## config.mk

```make
export PLATFORM = sky130hd
export DESIGN_NAME = serial_byte_receiver
export DESIGN_NICKNAME = d
export VERILOG_FILES = /design/src/rtl/serial_byte_receiver.sv
export SDC_FILE = /design/constraint.sdc
export NUM_CORES = 1
export LEC_CHECK = 0
export BUFFER_PORTS_ARGS = -buffer_cell sky130_fd_sc_hd__buf_2
export CORE_MARGIN = 1
export CORE_UTILIZATION = 60
export DETAILED_ROUTE_END_ITERATION = 6
export GPL_TIMING_DRIVEN = 0
export PLACE_DENSITY_LB_ADDON = 0.12
export SLEW_MARGIN = 20
export SYNTH_ARGS = -nofsm -noshare
export SYNTH_HDL_FRONTEND = slang
export SYNTH_SLANG_ARGS = --single-unit
```

## constraint.sdc

```tcl
create_clock -name c -period 3.96 [get_ports c]
set_input_delay 0.198 -clock c [delete_from_list [all_inputs] [get_ports c]]
set_output_delay 0.198 -clock c [all_outputs]
set_load 0.02 [all_outputs]
```

## src/rtl/serial_byte_receiver.sv

```systemverilog
`default_nettype none
// ============================================================================
// Module      : serial_byte_receiver
// Description : Serial-to-parallel receiver. Strobed serial bits are gathered
//               into a shift stage (LSB-first or MSB-first, latched per word),
//               each completed word moves to a holding register and is offered
//               with a valid/ack handshake. A completion that arrives while the
//               previous word is still pending and not acked is dropped, and it
//               sets a sticky overrun flag.
// Revision    : 1.0 - initial release
// ----------------------------------------------------------------------------
// Ports:
//   c    in   1  clock, rising edge
//   rst  in   1  asynchronous reset, active-high
//   i    in   1  serial data bit
//   en   in   1  bit strobe (i sampled when en=1)
//   dir  in   1  bit order: 0 = LSB-first, 1 = MSB-first
//   clr  in   1  synchronous clear of partial word and overrun flag
//   ack  in   1  consumer accepts q (only while v=1)
//   q    out  W  received word
//   v    out  1  q holds an unconsumed word
//   ovr  out  1  sticky overrun flag
//   busy out  1  partial word in progress
// ============================================================================
module serial_byte_receiver #(
  parameter int W = 8
) (
  input  logic         c,
  input  logic         rst,
  input  logic         i,
  input  logic         en,
  input  logic         dir,
  input  logic         clr,
  input  logic         ack,
  output logic [W-1:0] q,
  output logic         v,
  output logic         ovr,
  output logic         busy
);

  localparam int c_CW = (W > 2) ? $clog2(W) : 1;
  localparam logic [c_CW-1:0] c_LAST = c_CW'(W - 1);

  logic [W-1:0]    r_sh;
  logic [c_CW-1:0] r_cnt;
  logic            r_dl;
  logic [W-1:0]    r_q;
  logic            r_v;
  logic            r_ovr;

  logic            w_idle;
  logic            w_dir;
  logic [W-1:0]    w_sh_next;
  logic            w_complete;

  // IDLE is cnt==0; any other count means a word is being collected.
  assign w_idle     = (r_cnt == '0);
  // The first bit of a word uses the live dir input; later bits use the latch.
  assign w_dir      = w_idle ? dir : r_dl;
  assign w_sh_next  = w_dir ? {r_sh[W-2:0], i} : {i, r_sh[W-1:1]};
  // clr wins over en, so a clear cycle can never complete a word.
  assign w_complete = en && !clr && (r_cnt == c_LAST);

  always_ff @(posedge c or posedge rst) begin
    if (rst) begin
      r_sh  <= '0;
      r_cnt <= '0;
      r_dl  <= 1'b0;
      r_q   <= '0;
      r_v   <= 1'b0;
      r_ovr <= 1'b0;
    end else begin
      // Shift stage and bit counter
      if (clr) begin
        r_sh  <= '0;
        r_cnt <= '0;
      end else if (en) begin
        r_sh  <= w_sh_next;
        r_cnt <= (r_cnt == c_LAST) ? '0 : r_cnt + 1'b1;
        if (w_idle) begin
          r_dl <= dir;
        end
      end

      // Holding register and handshake; ack is honoured even during clr.
      if (w_complete) begin
        if (!r_v || ack) begin
          r_q <= w_sh_next;
          r_v <= 1'b1;
        end
      end else if (r_v && ack) begin
        r_v <= 1'b0;
      end

      // Sticky overrun: only clr (or reset) clears it.
      if (clr) begin
        r_ovr <= 1'b0;
      end else if (w_complete && r_v && !ack) begin
        r_ovr <= 1'b1;
      end
    end
  end

  assign q    = r_q;
  assign v    = r_v;
  assign ovr  = r_ovr;
  assign busy = !w_idle;

endmodule
`default_nettype wire

```

==> out/results.tsv <==
stage	metric	value	unit
clocking	ctsHoldBuffers	0	
die	start_util	64.5	%
yosys	syn_avg_cell_area	9.88	um2
placed_design	place.port_buffers	17	
final_layout	mostFrequentLayoutCells	22 x dfrtp_1, 20 x buf_2, 17 x a31oi_1	
yosys	ys_seq_area_share	43.5	%
placed_design	placed_area	1380	um2
placed_design	post-place-cells	172	
clocking	cts_buffer_depth	2	
power	p_per_area	327	nW/um2
critical_path	cp-end-kind	output port	
final_layout	final_common_cell	dfrtp_1	
critical_path	r2r_start	r_cnt[2]	
sta	min_period	1.87	ns
clocking	cts_max_level	1	
die	die_h	47.9	um
detailed_routing	postRouteAntennaNets	0	
critical_path	cp.required	3.76	ns
final_layout	diodes	0	
sta	fin_crit_sh	47.3	%
critical_path	start_kind	flop	
critical_path	critPathMaxFanout	10	
yosys	ys_ff_latch	22	
die	die_w	47.9	um
yosys	synth_edf_count	0	
grt	grt_pass1_wl	4.54	mm
critical_path	crit_type	reg -> out	
detailed_routing	drc	0	
placed_design	pre_cts_ws	2.23	ns
sta	worst_slack	2.09	ns
yosys	synth_area	1260	um2
clocking	cts_setup_buffers	0	
yosys	synth_flop_cell	dfrtp_1	
clocking	cts_tree	yes	
clocking	cts_sinks	22	
yosys	synthArstFlopShare	100	%
detailed_routing	firstDrtPassIters	4	
critical_path	r2r_cells	4	
sta	holdWs	0.0286	ns
yosys	yosys-top-cells-area	dfrtp_1 44%, a31oi_1 8.4%, and4bb_2 7.9%, a311oi_1 5.5%, and2_1 4.0%	
critical_path	arrival	1.67	ns
sta	max_slew_margin	43.6	%
sta	setup_viol	0	
die	floorplan.rows	16	
detailed_routing	drt_iter0_markers	47	
yosys	yosys_warnings	0	
critical_path	regToRegSetupSlack	2.19	ns
grt	grt.overflow.total	0	
final_layout	finalNetCount	160	
final_layout	final_core_util	72.4	%
critical_path	startpoint	r_cnt[0]	
grt	track_usage	28.8	%
sta	slew_violations	0	
yosys	synth_top_cell_by_area	dfrtp_1	
clocking	cts_buffers	3	
clocking	clk_latency	0.31	ns
power	ir_worst_vdd	0.000194	V
grt	antenna_found_initial	0	
die	core	1960	um2
yosys	syn_inst	128	
yosys	synth_top_area_share	43.5	%
final_layout	drive_above_1_share	26.2	%
detailed_routing	wl_per_cell	16.9	um
run	drv_cap	0	
detailed_routing	vias_per_cell	6.41	
placed_design	gp_congestion	0.850	
final_layout	areaGrowthSynthToFinish	12.3	%
die	dieArea	2300	um2
worst_hold_path	min_path_type	in -> async	
final_layout	fin_cells	176	
detailed_routing	vias	1128	
sta	hold_violations	0	
run_status	status	complete, no violations	
grt	grt_pass1_vias	954	
placed_design	post-dp-hpwl	1.97	mm
final_layout	fin_area	1420	um2
power	leakage	0.665	nW
critical_path	reg2reg_to	q[1]	
die	num_io_pins	18	
sta	grt_setup_unrepaired	no	
detailed_routing	wl	2.98	mm
yosys	syn-num-nets	138	
sta	tightestPinTransition	0.844	ns
sta	tns	0	ns
clocking	cts-resized-gates	0	
sta	fin_skew	0.00686	ns
power	p_total	0.464	mW
yosys	yosysUniqueCellTypes	26	
grt	grt_max_degree	23	
clocking	root_buffer	clkbuf_4	
clocking	clk_pin_slew_worst_paths	0.12	ns
sta	fmaxAchievable	534	MHz
==> worst max path at each step <==
stage	endpoint	slack [ns]	depth (start not counted)
finish	busy	2.09	6
global route	busy	1.97	6
CTS	busy	2.10	6
detailed placement	r_dl	2.23	7
global placement	r_dl	2.27	7
floorplan	r_dl	2.39	7
==> logic make-up (layout without fill, tap and decap cells) <==
| group | Yosys count | after routing | share of synthesized area [%] |
|---|---|---|---|
| AND/OR/NAND/NOR | 44 | 44 | 24.5 |
| AO/OA/AOI/OAI | 43 | 43 | 21.1 |
| flip-flops | 22 | 22 | 43.5 |
| buffers and inverters | 13 | 34 | 5.44 |
| adder cells (fa/ha/maj) | 3 | 3 | 2.97 |
| multiplexers | 3 | 3 | 2.47 |
==> synth_stat cells (2+ instances only) <==
cell / number
nor2b_1: 6
a21oi_1: 9
dfrtp_1: 22
ha_1: 3
nor2_1: 12
clkbuf_1: 3
and2b_1: 3
and2_1: 8
nor3_2: 2
inv_1: 4
a31oi_1: 17
a311oi_1: 8
and4bb_2: 8
o21ai_1: 3
mux2i_1: 2
o21ai_0: 6
buf_2: 3
==> metal layers <==
layer | vias up | global-route usage (%) | share of wire [%]
li1 | 522 | - | -
met1 | 557 | 38.3 | 43
met2 | 44 | 48.9 | 50
met3 | 5 | 3.40 | 5.8
met4 | 0 | 8.33 | 1.1
met5 | - | 0 | 0
==> area by class of cell <==
class	count	area [um2]
plain buffers	8	45.0
clock buffers	4	36.3
fillers	163	542
inverters	5	23.8
multi-input cells	93	646
flip-flops and latches	22	551
well taps	27	33.8
repair buffers	17	85.1
==> critical path, cell delays in order (launching register included) <==
cell and delay [ns]:
dfrtp_1 0.43, inv_1 0.07, ha_1 0.29, nor2b_2 0.20, buf_6 0.15, inv_6 0.06, buf_2 0.15
==> registers in the layout (all words and copies together), names as in the netlist <==
register,flops
r_sh,8
ovr,1
r_dl,1
q,8
v,1
r_cnt,3
==> where the power goes <==
group          total, mW  switching [mW]  internal [mW]  leakage, nW
combinational     0.0907          0.0533         0.0373        0.346
clock              0.125          0.0686         0.0563       0.0210
sequential         0.248          0.0136          0.235        0.298
(Power assumes the default switching activity.)
